File: config.mk
export PLATFORM = sky130hd
export DESIGN_NAME = regfile_wr_arbiter_flat
export DESIGN_NICKNAME = d
export VERILOG_FILES = /design/src/rtl/regfile_wr_arbiter_if.sv /design/src/rtl/regfile_wr_arbiter.sv /design/src/flat_wrapper.sv
export SDC_FILE = /design/constraint.sdc
export NUM_CORES = 1
export LEC_CHECK = 0
export CORE_MARGIN = 2
export CORE_UTILIZATION = 38
export DETAILED_ROUTE_END_ITERATION = 12
export GPL_TIMING_DRIVEN = 0
export HOLD_SLACK_MARGIN = 0.08
export PLACE_DENSITY = 0.8
export SLEW_MARGIN = 40
export SYNTH_ARGS = -nofsm -noshare
export SYNTH_HDL_FRONTEND = slang
export SYNTH_SLANG_ARGS = --single-unit
File: constraint.sdc
create_clock -name clk -period 2.7 [get_ports clk]
set_clock_uncertainty 0.05 [all_clocks]
set_input_delay 0.54 -clock clk [delete_from_list [all_inputs] [get_ports clk]]
set_output_delay 0.54 -clock clk [all_outputs]
set_load 0.01 [all_outputs]
File: src/rtl/regfile_wr_arbiter_if.sv
// Write-port bundle between the requesters and the register-file write arbiter.
// The master side is the requester/bank environment; the slave side is the arbiter.
interface regfile_wr_arbiter_if #(
  parameter int unsigned NREQ = 4,
  parameter int unsigned NREG = 32,
  parameter int unsigned AW   = 5,
  parameter int unsigned DW   = 32
);
  logic [NREQ-1:0]    req;
  logic [NREQ*AW-1:0] req_addr;
  logic [NREQ*DW-1:0] req_data;
  logic               freeze;
  logic [NREQ-1:0]    gnt;
  logic [NREG-1:0]    reg_in_en;
  logic [DW-1:0]      reg_d;
  logic               busy;

  modport master (
    output req, req_addr, req_data, freeze,
    input  gnt, reg_in_en, reg_d, busy
  );

  modport slave (
    input  req, req_addr, req_data, freeze,
    output gnt, reg_in_en, reg_d, busy
  );
endinterface

File: src/rtl/regfile_wr_arbiter.sv
// Round-robin arbiter sharing the single register-file write port; one committed
// write per granted cycle, register 0 writes acknowledged but never enabled.
module regfile_wr_arbiter #(
  parameter int unsigned NREQ = 4,
  parameter int unsigned NREG = 32,
  parameter int unsigned AW   = 5,
  parameter int unsigned DW   = 32
) (
  input  logic                 clk,
  input  logic                 clr,
  regfile_wr_arbiter_if.slave  bus
);

  localparam int unsigned RRW = (NREQ > 1) ? $clog2(NREQ) : 1;

  typedef enum logic {
    IDLE  = 1'b0,
    ISSUE = 1'b1
  } state_t;

  state_t          state;
  logic [RRW-1:0]  rr;
  logic [NREQ-1:0] gnt_mask;
  logic [NREQ-1:0] elig;
  logic [RRW-1:0]  idx;
  logic [RRW-1:0]  win_idx;
  logic            win_found;
  logic [AW-1:0]   win_addr;
  logic [DW-1:0]   win_data;
  logic [NREG-1:0] win_en;

  logic [AW-1:0]   addr_arr [NREQ];
  logic [DW-1:0]   data_arr [NREQ];

  // Unpack the flat request buses into per-requester fields.
  for (genvar i = 0; i < NREQ; i++) begin : g_unpack
    assign addr_arr[i] = bus.req_addr[i*AW +: AW];
    assign data_arr[i] = bus.req_data[i*DW +: DW];
  end

  // The requester granted in this cycle is not eligible at the coming edge.
  assign gnt_mask = (state == ISSUE) ? bus.gnt : '0;
  assign elig     = bus.req & ~gnt_mask & {NREQ{~bus.freeze}};

  // First eligible requester scanning upward from rr, wrapping at NREQ.
  always_comb begin
    idx       = '0;
    win_idx   = '0;
    win_found = 1'b0;
    for (int off = 0; off < NREQ; off++) begin
      idx = RRW'((32'(rr) + 32'(off)) % NREQ);
      if (!win_found && elig[idx]) begin
        win_found = 1'b1;
        win_idx   = idx;
      end
    end
  end

  // Address 0 and out-of-range addresses produce no enable.
  always_comb begin
    win_addr = addr_arr[win_idx];
    win_data = data_arr[win_idx];
    win_en   = '0;
    if ((win_addr != '0) && (32'(win_addr) < NREG)) begin
      win_en = NREG'(1) << win_addr;
    end
  end

  always_ff @(posedge clk or posedge clr) begin
    if (clr) begin
      state         <= IDLE;
      rr            <= '0;
      bus.gnt       <= '0;
      bus.reg_in_en <= '0;
      bus.reg_d     <= '0;
      bus.busy      <= 1'b0;
    end else if (win_found) begin
      state         <= ISSUE;
      rr            <= (win_idx == RRW'(NREQ - 1)) ? '0 : win_idx + RRW'(1);
      bus.gnt       <= NREQ'(1) << win_idx;
      bus.reg_in_en <= win_en;
      bus.reg_d     <= win_data;
      bus.busy      <= |win_en;
    end else begin
      // reg_d deliberately holds its last value when idle.
      state         <= IDLE;
      bus.gnt       <= '0;
      bus.reg_in_en <= '0;
      bus.busy      <= 1'b0;
    end
  end

endmodule

File: src/flat_wrapper.sv
// flat-port wrapper written by rule: the top's interface ports become plain ports
module regfile_wr_arbiter_flat 
#(
  parameter int unsigned NREQ = 4,
  parameter int unsigned NREG = 32,
  parameter int unsigned AW   = 5,
  parameter int unsigned DW   = 32
)
  (clk, clr, bus_req, bus_req_addr, bus_req_data, bus_freeze, bus_gnt, bus_reg_in_en, bus_reg_d, bus_busy);
  regfile_wr_arbiter_if #(.NREQ(NREQ), .NREG(NREG), .AW(AW), .DW(DW)) bus_i ();
  input  logic clk;
  input  logic clr;
  input wire logic [$bits(bus_i.req)-1:0] bus_req;
  input wire logic [$bits(bus_i.req_addr)-1:0] bus_req_addr;
  input wire logic [$bits(bus_i.req_data)-1:0] bus_req_data;
  input wire logic [$bits(bus_i.freeze)-1:0] bus_freeze;
  output wire logic [$bits(bus_i.gnt)-1:0] bus_gnt;
  output wire logic [$bits(bus_i.reg_in_en)-1:0] bus_reg_in_en;
  output wire logic [$bits(bus_i.reg_d)-1:0] bus_reg_d;
  output wire logic [$bits(bus_i.busy)-1:0] bus_busy;
  assign bus_i.req = bus_req;
  assign bus_i.req_addr = bus_req_addr;
  assign bus_i.req_data = bus_req_data;
  assign bus_i.freeze = bus_freeze;
  assign bus_gnt = bus_i.gnt;
  assign bus_reg_in_en = bus_i.reg_in_en;
  assign bus_reg_d = bus_i.reg_d;
  assign bus_busy = bus_i.busy;
  regfile_wr_arbiter #(.NREQ(NREQ), .NREG(NREG), .AW(AW), .DW(DW)) u_core (.clk(clk), .clr(clr), .bus(bus_i));
endmodule
# After elaboration in Yosys (flattened, before gate mapping)
# Cells that the tools add are included.
# classes
add_sub_neg	4
magnitude_cmp	5
eq_ne	1
shift	2
mux	29
bitwise_logic	5
n_reduce_logical	8
# op_table
cell	n
$mux 32	4
$bmux 32 s2	1
$reduce_or 32->1	1
$shl 1x5->32 const A	1
$lt 2x3->1 const B	4
$bmux 5 s2	1
$mux 1	10
$mux 2	5
$mux 5	2
$and 4x4->4	2
$bmux 1 s2	4
$mux 4	2
$reduce_bool 5->1	1
$add 2x1->2 const B	2
$add 2x2->2 const B	2
$not 4->4	1
$shl 1x2->4 const A	1
$ge 3x3->1 const B	1
$logic_and 1x1->1	3
$logic_not 1->1	3
$not 2->3	1
$eq 2x2->1 const B	1
$not 1->1	1
# totals
ff_bits	72
inputBits	155
output_inout_bits	69

# Longest topological paths before layout
# Gate-level depths: netlist of the first run.
# depth
depth_word	24
ltp_mapped	11

# Worst setup path after synthesis of the first run
# OpenSTA, ideal clock, no wires.
# synth_path
kind	input -> register
from	input port bus_req[3]
to	register u_core.rr[1]
setup_time_ns	0.125
arrival_ns	2.378
slack_ns	0.147
path_stages	8
n_path_buf	2
path_cell_list	nor2b_1 a22oi_1 or4_4 nand2_4 buf_2 buf_2 ha_1 mux2_2
# synth_via
elab_chain_len	16
# synth_lines
element	line_no	text
start: declaration	flat_wrapper.sv:13	input wire logic [$bits(bus_i.req)-1:0] bus_req;
$and 4x4->4 (*) (2 in a row)	regfile_wr_arbiter.sv:43	assign elig = bus.req & ~gnt_mask & {NREQ{~bus.freeze}};
$bmux 1 s2	regfile_wr_arbiter.sv:52	if (!win_found && elig[idx]) begin
$mux 1 (implied by the code)	regfile_wr_arbiter.sv:52	
$mux 1	regfile_wr_arbiter.sv:52	
$logic_not 1->1	regfile_wr_arbiter.sv:52	
$logic_and 1x1->1	regfile_wr_arbiter.sv:52	
$mux 1	regfile_wr_arbiter.sv:52	
$logic_not 1->1	regfile_wr_arbiter.sv:52	
$logic_and 1x1->1	regfile_wr_arbiter.sv:52	
$mux 1	regfile_wr_arbiter.sv:52	
$logic_not 1->1	regfile_wr_arbiter.sv:52	
$logic_and 1x1->1	regfile_wr_arbiter.sv:52	
$mux 2	regfile_wr_arbiter.sv:52	
$add 2x1->2 / $eq 2x2->1 (equally long branches)	regfile_wr_arbiter.sv:79	rr <= (win_idx == RRW'(NREQ - 1)) ? '0 : win_idx + RRW'(1);
$mux 2	regfile_wr_arbiter.sv:79	
end signal: assignment	regfile_wr_arbiter.sv:79	
end: declaration	regfile_wr_arbiter.sv:22	logic [RRW-1:0] rr;
# Mark *: on every way between the ends. The rest lies on a longest branch, timed or not. The select of a mux whose other input is x is not followed.
# A chain may end at the register's enable or synchronous reset.

# Final worst setup path of the first run
# layout_path
from	register u_core.state
to	register u_core.bus.busy
# layout_via
elab_chain_len	24
# layout_lines
element	line_no	text
start: declaration	regfile_wr_arbiter.sv:21	state_t state;
start signal: assignment	regfile_wr_arbiter.sv:71	state <= IDLE;
start signal: assignment	regfile_wr_arbiter.sv:78	state <= ISSUE;
start signal: assignment	regfile_wr_arbiter.sv:86	state <= IDLE;
$mux 4 (*)	regfile_wr_arbiter.sv:42	assign gnt_mask = (state == ISSUE) ? bus.gnt : '0;
$not 4->4 (*)	regfile_wr_arbiter.sv:43	
$and 4x4->4 (*) (2 in a row)	regfile_wr_arbiter.sv:43	
$bmux 1 s2	regfile_wr_arbiter.sv:52	
$mux 1 (implied by the code)	regfile_wr_arbiter.sv:52	
$mux 1	regfile_wr_arbiter.sv:52	
$logic_not 1->1	regfile_wr_arbiter.sv:52	
$logic_and 1x1->1	regfile_wr_arbiter.sv:52	
(+6 left out)	n/a	
$mux 2	regfile_wr_arbiter.sv:52	
$not 2->3 (implied by the code)	regfile_wr_arbiter.sv:61	win_addr = addr_arr[win_idx];
$bmux 5 s2	regfile_wr_arbiter.sv:61	
$mux 5 (implied by the code) (2 in a row)	regfile_wr_arbiter.sv:61	
$reduce_bool 5->1 / $shl 1x5->32 (equally long branches)	regfile_wr_arbiter.sv:64, regfile_wr_arbiter.sv:65	
$mux 32	regfile_wr_arbiter.sv:64	if ((win_addr != '0) && (32'(win_addr) < NREG)) begin
$reduce_or 32->1	regfile_wr_arbiter.sv:83	bus.busy <= |win_en;
$mux 1 (*)	regfile_wr_arbiter.sv:77	end else if (win_found) begin
end signal: assignment	regfile_wr_arbiter.sv:83	
end: declaration	regfile_wr_arbiter_if.sv:25	output gnt, reg_in_en, reg_d, busy
# Marked as above.

==> results of run 1 <==
-- power by group through the flow --
| stage | Sequential [W] | Combinational, W | Clock [W] |
|---|---|---|---|
| 2_1_floorplan | 0.00173 | 0.00132 | 0 |
| 3_3_place_gp | 0.00159 | 0.00278 | 0 |
| 3_5_place_dp | 0.00160 | 0.00284 | 0 |
| 4_1_cts | 0.00159 | 0.00309 | 0.000930 |
| 5_1_grt | 0.00164 | 0.00360 | 0.000974 |
| 6_report | 0.00160 | 0.00333 | 0.000925 |
-- metrics by stage --
step / cells / utilization / power, W / worst slack (ns)
finish: 897 / 0.709 / 0.00585 / -0.0369
global route: 897 / 0.709 / 0.00621 / -0.102
CTS: 887 / 0.686 / 0.00561 / 0.0266
global placement: 862 / 0.638 / 0.00437 / -0.845
detailed placement: 863 / 0.641 / 0.00444 / -0.907
floorplan: 506 / - / 0.00305 / 0.147
-- cell usage after synthesis, types with 2 or more instances --
cell | instances | area share
a21oi_1 | 5 | 0.0065
a22oi_2 | 2 | 0.0065
and2_1 | 6 | 0.0097
and3_1 | 2 | 0.0032
buf_1 | 2 | 0.0019
buf_2 | 12 | 0.016
clkbuf_1 | 14 | 0.014
dfrtp_1 | 72 | 0.47
ha_1 | 4 | 0.013
inv_1 | 3 | 0.0029
inv_2 | 2 | 0.0019
mux2_2 | 3 | 0.0087
mux2i_1 | 6 | 0.016
nand2_1 | 205 | 0.20
nand2b_1 | 2 | 0.0032
nand3_1 | 39 | 0.050
nand3b_1 | 3 | 0.0058
nor2_1 | 34 | 0.033
nor2b_1 | 2 | 0.0032
nor4_1 | 2 | 0.0032
o21ai_0 | 66 | 0.085
-- final cells by class --
class	count	area, sq um	area share
multi-input combinational	400	2140	0.308
sequential	72	1800	0.259
inverter	6	40.0	0.00575
clock inverter	5	81.3	0.0117
timing repair buffer	241	2410	0.347
tap	133	166	0.0239
clock buffer	11	131	0.0189
buffer	29	181	0.0261
-- how the worst max path moves through the flow --
stage                            start                       end  depth (start not counted)
after floorplan             bus_req[3]              u_core.rr[1]                          8
after global placement      bus_freeze              u_core.rr[1]                          9
after detailed placement    bus_freeze              u_core.rr[1]                          9
after CTS                 u_core.state  u_core.bus.reg_in_en[10]                         10
after global routing      u_core.state           u_core.bus.busy                          9
final                     u_core.state           u_core.bus.busy                          9
-- layout by cell type (no fill, tap or decap), drive strengths merged, types with 3 or more instances in the layout --
| cell | count |
|---|---|
| mux2 | 3 |
| clkbuf | 29 |
| clkinv | 3 |
| nand2 | 207 |
| inv | 5 |
| dfrtp | 72 |
| a21oi | 5 |
| mux2i | 6 |
| clkdlybuf4s50 | 218 |
| and2 | 6 |
| nand3b | 3 |
| nand3 | 39 |
| ha | 4 |
| and3 | 3 |
| buf | 30 |
| a22oi | 3 |
| nor2 | 34 |
| o21ai | 66 |
-- state kept, by name (all words and copies together), names as in the netlist --
register / flops
u_core.bus.reg_d: 32
u_core.state: 1
u_core.bus.reg_in_en: 32
u_core.bus.gnt: 4
u_core.bus.busy: 1
u_core.rr: 2
-- repair_timing --
item	in CTS	in global routing
pin swaps	9	14
buffers inserted	7	9
resized for setup	45	47
cloned	1	1
setup endpoints to repair	70	64
-- kinds of logic after synthesis --
logic type | after synthesis
AND/OR/NAND/NOR | 304
AO/OA/AOI/OAI | 81
flip-flops | 72
buffers and inverters | 35
multiplexers | 9
adder cells (fa/ha/maj) | 4
other | 1
-- routing by layer --
layer / share of wire / GRT usage
met1: 0.37 / 0.298
met2: 0.52 / 0.479
met3: 0.080 / 0.0724
met4: 0.029 / 0.0962
met5: 0 / 0
-- worst reg2reg max path: stages, from the launching register on --
cell and delay, ns:
dfrtp_1 0.43, and2_4 0.18, a2111oi_4 0.34, a21boi_2 0.24, o32a_4 0.22, buf_12 0.15, mux2i_4 0.31, mux2_4 0.23
nand2_1 0.16, o31a_1 0.31
==> metrics.txt, run 1 <==
routed length per instance=17.3 um; post-synthesis adder-cell area fraction=0.0129; Num CTS Buffers=9; Num Clock Sinks=72; Max Fclk=365 MHz; maximum clock path buffer count=2; minimum clock period=2.74 ns; Pre-antenna DRT Iters=5; Detail Route Antenna Nets=0; Clock power frac=0.158; GPL Wtd Cong=0.826; Post-synth EDFFs=0; violated checks=setup timing; pin count of the biggest net entering global routing=41; die area=11000 sq um; cell count after synthesis=506; Top delay family on crit path=compound AO/OA/AOI/OAI gates; R2R setup slack=-0.04 ns; RSZ-0062 raised after global routing=yes; run status=complete, but fails checks; Top Ports=224; CP Capture Type=flip-flop; pwr/cell area=841 nW/um^2; design area=6960 sq um; Crit path required time=2.87 ns; clk root buf=clkbuf_8; syn_nets=665; nature of the critical path startpoint=flip-flop; Total GRT Usage=0.265; Critical Path Fanout Max=5; initial antenna violation count=0; XOR/XNOR Fraction of Synth Area=0; count of different cell masters after synthesis=41; clk slew on worst S/H paths=0.08 ns; Fill cells=815; Synth-to-Final Area Change=79.9%; Placed Area=6290 sq um; vias in the first global route=4522; critical path arrival=2.91 ns; Final Max Tran Viols=0; Crit Path Category=reg -> reg; mapped cell area=3870 sq um; CTS tree=done; Hold Path Stages=2; Comb pwr share=0.568; Hold Path Sink=u_core.bus.reg_d[14]; Remaining DRCs=0; nets=918; Sw Share=0.402; Worst Setup Slack, final=-0.0369 ns; Top FF cell, synth=dfrtp_1; Synth Area in Simple Gates=0.335; die width=105 um; ANT cells=0; starting density of the core=0.394; mux contribution to synthesized area=0.0243; Post-Syn Area per Cell=7.65 sq um; Max Cap Viol=0; Reg2Reg Depth=9; reg-to-reg endpoint=u_core.bus.busy; leakage=3.06 nW; Clk Latency, worst-skew pair=0.34 ns; Final period util=1.01; max incr delay on CP=0.43 ns; layout cells sized above 1=0.131; Die Y=105 um; Least-Margin Pin Slew=0.500 ns; DR iter-0 viols=218; CP max stage cell=dfrtp_1; htree depth=3; IO Port Bufs=223; CP bufs+invs=1; Min-Delay Path Class=reg -> reg; Avg Vias per Cell=5.11; Placeable Area=9820 sq um; relative slew slack=0.666; Hold WS=0.428 ns; Post-DP HPWL=10900 um; fraction of registers with async set/reset=1.00; register area share after synthesis=0.466; row count=36; Synth Register Bits=72; switching pwr=0.00235 W; Final TNS setup=-0.0369 ns; DR vias=4588; internal power=0.00350 W; Synthesis Warnings=0; Peak VDD IR=387 uV; Hold Vio Cnt, Final=0; Worst Min Path Start=u_core.bus.reg_d[14]; routed wire length=15500 um; Remaining Overflow, GRT=0; worst r2r src=u_core.state; Compound-Gate Fraction of Synth Area=0.122; setup violators final=1; crit-path cells=and2_4 > a2111oi_4 > a21boi_2 > o32a_4 > buf_12 > mux2i_4 > mux2_4 > nand2_1 > o31a_1; main combinational cell family by area after synthesis=simple AND/OR/NAND/NOR gates; Seq pwr share=0.274; # hold bufs at CTS=0; first-pass GRT wire length=22800 um
(Power assumes the default switching activity.)
==> run 2, diff against run 1 <==
--- a/config.mk
+++ b/config.mk
@@ -5,12 +5,13 @@
 export SDC_FILE = /design/constraint.sdc
 export NUM_CORES = 1
 export LEC_CHECK = 0
-export CORE_MARGIN = 2
-export CORE_UTILIZATION = 38
+export CORE_AREA = 2 2 87 89
 export DETAILED_ROUTE_END_ITERATION = 12
+export DIE_AREA = 0 0 89 91
+export DONT_BUFFER_PORTS = 1
 export GPL_TIMING_DRIVEN = 0
 export HOLD_SLACK_MARGIN = 0.08
-export PLACE_DENSITY = 0.8
+export PLACE_DENSITY = 0.69
 export SLEW_MARGIN = 40
 export SYNTH_ARGS = -nofsm -noshare
 export SYNTH_HDL_FRONTEND = slang
==> run 2 against run 1 <==
The run now ends clean. Final area is 37% lower. Flip-flop and latch count stayed put. Cell count is 30% lower. Core utilization is 9.4 points lower. Via count is 23% lower. Maximum frequency is 3.1% higher. Register-to-register slack better by 0.08 ns. Critical path depth stayed put. First-iteration DRC count is 30% lower. Power is 20% lower. Critical path type unchanged. Largest power group unchanged.
==> metrics.txt, run 2 (synthesis results as in run 1) <==
RSZ-0062 raised after global routing=yes; die area=8100 sq um; critical path arrival=2.84 ns; internal power=0.00264 W; design area=4380 sq um; Critical Path Fanout Max=10; Sw Share=0.434; Fill cells=675; run status=finished, final reports clean; Remaining Overflow, GRT=0; ANT cells=0; Hold WS=0.402 ns; Clk Latency, worst-skew pair=0.35 ns; routed wire length=11300 um; DR iter-0 viols=153; starting density of the core=0.542; Least-Margin Pin Slew=0.502 ns; Synth-to-Final Area Change=13.3%; Die Y=91 um; Final period util=0.983; Worst Setup Slack, final=0.0459 ns; Setup WS pre-CTS=-0.255 ns; Max Fclk=377 MHz; clk slew on worst S/H paths=0.08 ns; Pre-antenna DRT Iters=4; setup violators final=0; Placeable Area=7140 sq um; DR vias=3542; Num CTS Buffers=9; switching pwr=0.00203 W; Final TNS setup=0 ns; first-pass GRT wire length=17100 um; vias in the first global route=3452; placed insts=606; routed length per instance=18.0 um; Total GRT Usage=0.275; clk root buf=clkbuf_8; Clock power frac=0.209; GPL Wtd Cong=0.961; Comb pwr share=0.398; row count=31; Placed Area=4020 sq um; leakage=2.06 nW; Final Max Tran Viols=0; Post-DP HPWL=8600 um; minimum clock period=2.65 ns; htree depth=3; pwr/cell area=1060 nW/um^2; Hold Path Stages=4; commonest non-fill, non-tap cell in the layout=nand2_1; Detail Route Antenna Nets=0; Reg2Reg Depth=9; initial antenna violation count=0; pin count of the biggest net entering global routing=43; Non-Filler Instances=627; Avg Vias per Cell=5.65; Max Cap Viol=0; relative slew slack=0.665; Peak VDD IR=486 uV; Crit Path Category=reg -> reg; CTS tree=done; nets=682; Crit path required time=2.88 ns; Hold Vio Cnt, Final=0; layout cells sized above 1=0.123; Remaining DRCs=0; CP Capture Type=flip-flop; Top Ports=224; most frequent cells in the layout=204 x nand2_1, 71 x dfrtp_1, 66 x o21ai_0, 39 x nand3_1, 34 x nor2_1; die width=89 um; Num Clock Sinks=72; Largest regs=u_core.bus.reg_d: 32 flops, u_core.bus.reg_in_en: 32 flops, u_core.bus.gnt: 4 flops; Seq pwr share=0.393; IO Port Bufs=0; nature of the critical path startpoint=flip-flop; maximum clock path buffer count=2; Min-Delay Path Class=in -> reg
==> run 2: cell count changes in the layout (fill, tap and decap cells not counted), sizes merged, moves of 2 or more <==
cell | before | now
dlygate4sd2 | 2 | 0
inv | 5 | 7
buf | 30 | 15
dlymetal6s2s | 2 | 0
clkdlybuf4s50 | 218 | 0
==> run 2: power groups by stage <==
stage	clock [W]	combinational [W]	sequential [W]
finish	0.000975	0.00186	0.00183
CTS	0.000987	0.00178	0.00183
global route	0.00103	0.00210	0.00188
detailed placement	0	0.00173	0.00185
floorplan	0	0.00132	0.00173
global placement	0	0.00167	0.00184
==> run 2: final cells by class <==
type,count,area (sq um),area share
clock buffers,10,138,0.0314
plain buffers,29,159,0.0362
multi-input cells,399,1980,0.452
repair buffers,6,60.1,0.0137
inverters,6,27.5,0.00628
well taps,99,124,0.0283
clock inverters,6,90.1,0.0205
flip-flops and latches,72,1800,0.411
==> run 2: repair_timing <==
item                       CTS  global route
resized for setup           10            20
pin swaps                    1             4
cloned                       0             0
hold buffers                 1             0
setup endpoints to repair   34            67
setup buffers                2             2
hold endpoints to repair    30             0
==> run 2: per-stage QoR <==
stage | utilization | total power, W
after floorplan | - | 0.00305
after global routing | 0.614 | 0.00501
after global placement | 0.559 | 0.00352
after detailed placement | 0.563 | 0.00358
after CTS | 0.602 | 0.00460
final | 0.614 | 0.00466
==> run 2: per-layer routing <==
metal	routed length, um	track usage	vias to the layer above
met2	5780	0.468	192
li1	-	-	1691
met5	0	0	-
met3	1070	0.0918	20
met1	4220	0.319	1639
met4	224	0.0945	0
==> run 2: final timing paths <==
path                                     start                      end  slack, ns
min reg2reg                u_core.bus.reg_d[3]      u_core.bus.reg_d[3]       0.51
min in group asynchronous                  clr  u_core.bus.reg_in_en[1]       0.59
min                           bus_req_data[76]     u_core.bus.reg_d[12]       0.40
max                          u_core.bus.gnt[0]          u_core.bus.busy       0.05
max in group asynchronous                  clr        u_core.bus.gnt[1]       1.48
max reg2reg                  u_core.bus.gnt[0]          u_core.bus.busy       0.05
==> run 2: worst max-delay path, cell delays in order (launching register included) <==
cell	delay (ns)
dfrtp_1	0.42
nand2_1	0.11
and3b_1	0.22
a2111o_1	0.54
nand2_8	0.16
inv_2	0.12
mux2i_2	0.27
mux2_2	0.24
nand2_1	0.14
o31a_1	0.28
==> run 3, diff against run 2 <==
--- a/config.mk
+++ b/config.mk
@@ -5,13 +5,14 @@
 export SDC_FILE = /design/constraint.sdc
 export NUM_CORES = 1
 export LEC_CHECK = 0
-export CORE_AREA = 2 2 87 89
+export CORE_MARGIN = 2
+export CORE_UTILIZATION = 57
+export CTS_CLUSTER_DIAMETER = 100
 export DETAILED_ROUTE_END_ITERATION = 12
-export DIE_AREA = 0 0 89 91
 export DONT_BUFFER_PORTS = 1
 export GPL_TIMING_DRIVEN = 0
 export HOLD_SLACK_MARGIN = 0.08
-export PLACE_DENSITY = 0.69
+export PLACE_DENSITY = 0.75
 export SLEW_MARGIN = 40
 export SYNTH_ARGS = -nofsm -noshare
 export SYNTH_HDL_FRONTEND = slang
==> constraint.sdc (replaced) <==
create_clock -name clk -period 2.2 [get_ports clk]
set_clock_uncertainty 0.05 [all_clocks]
set_input_delay 0.44 -clock clk [delete_from_list [all_inputs] [get_ports clk]]
set_output_delay 0.44 -clock clk [all_outputs]
set_load 0.01 [all_outputs]
==> run 3 against run 2 <==
The run now ends with setup timing left. Clock power increased by 23%. Core utilization increased by 10 points. First-iteration DRC count increased by 34%. Highest routed layer unchanged.
==> metrics.txt, run 3 (synthesis results as in run 1) <==
Num Clock Sinks=72; layout cells sized above 1=0.200; Worst Setup Slack, final=-0.303 ns; ANT cells=0; CP Capture Type=flip-flop; Largest regs=u_core.bus.reg_d: 32 flops, u_core.bus.reg_in_en: 32 flops, u_core.bus.gnt: 4 flops; first-pass GRT wire length=17500 um; Non-Filler Instances=621; Post-DP HPWL=8490 um; most frequent cells in the layout=201 x nand2_1, 72 x dfrtp_1, 38 x nand3_1, 35 x o21ai_1, 31 x o21ai_0; Min-Delay Path Class=in -> reg; DR iter-0 viols=205; clk root buf=clkbuf_8; Crit path required time=2.39 ns; area of the multi-input gates=2100 sq um; vias in the first global route=3468; IO Port Bufs=0; die width=86.4 um; Clk Latency, worst-skew pair=0.35 ns; placed insts=588; die area=7460 sq um; critical path arrival=2.69 ns; row count=30; maximum clock path buffer count=2; starting density of the core=0.579; nature of the critical path startpoint=flip-flop; Max Cap Viol=0; Remaining Overflow, GRT=0; relative slew slack=0.658; RSZ-0062 raised after global routing=yes; Num CTS Buffers=9; Avg Vias per Cell=6.07; Pre-antenna DRT Iters=5; Reg2Reg Depth=9; Max Fclk=400 MHz; Worst Setup SP=u_core.bus.gnt[1]; Hold WS=0.303 ns; Top Ports=224; routed length per instance=18.6 um; Fill cells=542; nets=695; Total GRT Usage=0.306; leakage=2.27 nW; Synth-to-Final Area Change=23.4%; Peak VDD IR=672 uV; Hold Vio Cnt, Final=0; clk slew on worst S/H paths=0.08 ns; setup violators final=67; Hold Path Stages=4; htree depth=3; pwr/cell area=1340 nW/um^2; Detail Route Antenna Nets=0; run status=complete, but fails checks; Crit Path Category=reg -> reg; Final TNS setup=-10.47 ns; Final period util=1.14; pin count of the biggest net entering global routing=28; Placeable Area=6680 sq um; minimum clock period=2.50 ns; register area=1800 sq um; Remaining DRCs=0; worst r2r src=u_core.bus.gnt[1]; Die Y=86.4 um; DR vias=3768; commonest non-fill, non-tap cell in the layout=nand2_1; Final Max Tran Viols=0; routed wire length=11600 um; GPL Wtd Cong=0.811; Least-Margin Pin Slew=0.513 ns; Critical Path Fanout Max=8; Setup WS pre-CTS=-0.432 ns; Worst Min Path Start=bus_req_data[66]; violated checks=setup timing; initial antenna violation count=0; CTS tree=done
==> run 3: stage by stage <==
stage,utilization,area [sq um],total power [W]
CTS,0.693,4630,0.00614
global route,0.714,4770,0.00679
detailed placement,0.618,4130,0.00454
finish,0.714,4770,0.00639
floorplan,-,3990,0.00389
global placement,0.612,4090,0.00444
==> run 3: final timing paths <==
| path | endpoint | slack, ns |
|---|---|---|
| min in group asynchronous | u_core.bus.gnt[2] | 0.54 |
| max in group asynchronous | u_core.bus.reg_d[11] | 1.07 |
| worst max register to register | u_core.bus.reg_in_en[16] | -0.30 |
| worst min register to register | u_core.bus.reg_d[4] | 0.51 |
| worst min-delay path | u_core.bus.reg_d[2] | 0.30 |
| worst max-delay path | u_core.bus.reg_in_en[16] | -0.30 |
==> run 3: layout make-up <==
type	instances	area share
inverters	6	0.00891
multi-input cells	399	0.440
well taps	80	0.0210
flip-flops and latches	72	0.378
repair buffers	19	0.0469
clock inverters	5	0.0165
plain buffers	29	0.0574
clock buffers	11	0.0317
==> run 3: layer usage <==
| metal | vias up | part of all wire | global-route usage |
|---|---|---|---|
| met5 | - | 0 | 0 |
| met1 | 1776 | 0.37 | 0.379 |
| met4 | 0 | 0.029 | 0.114 |
| met3 | 29 | 0.099 | 0.0848 |
| li1 | 1722 | - | - |
| met2 | 241 | 0.50 | 0.510 |
==> run 3: timing repair <==
item,CTS,global route
pin swaps,14,7
endpoints found under the setup margin,69,69
gates cloned,1,0
buffers inserted,10,5
hold buffers,1,0
resized for setup,66,49
endpoints found under the hold margin,19,0
==> run 3: power breakdown <==
group / internal [W] / switching, W / leakage, nW
clock: 0.000698 / 0.000500 / 0.119
combinational: 0.00129 / 0.00164 / 1.22
sequential: 0.00173 / 0.000533 / 0.925
==> run 3: worst max-delay path: stages (launching register included) <==
cell,delay (ns)
dfrtp_1,0.44
nand2_2,0.15
a22oi_2,0.12
or4_4,0.59
nand2_8,0.14
a21oi_2,0.07
a22oi_2,0.46
or2_4,0.24
buf_12,0.10
nor2_1,0.04
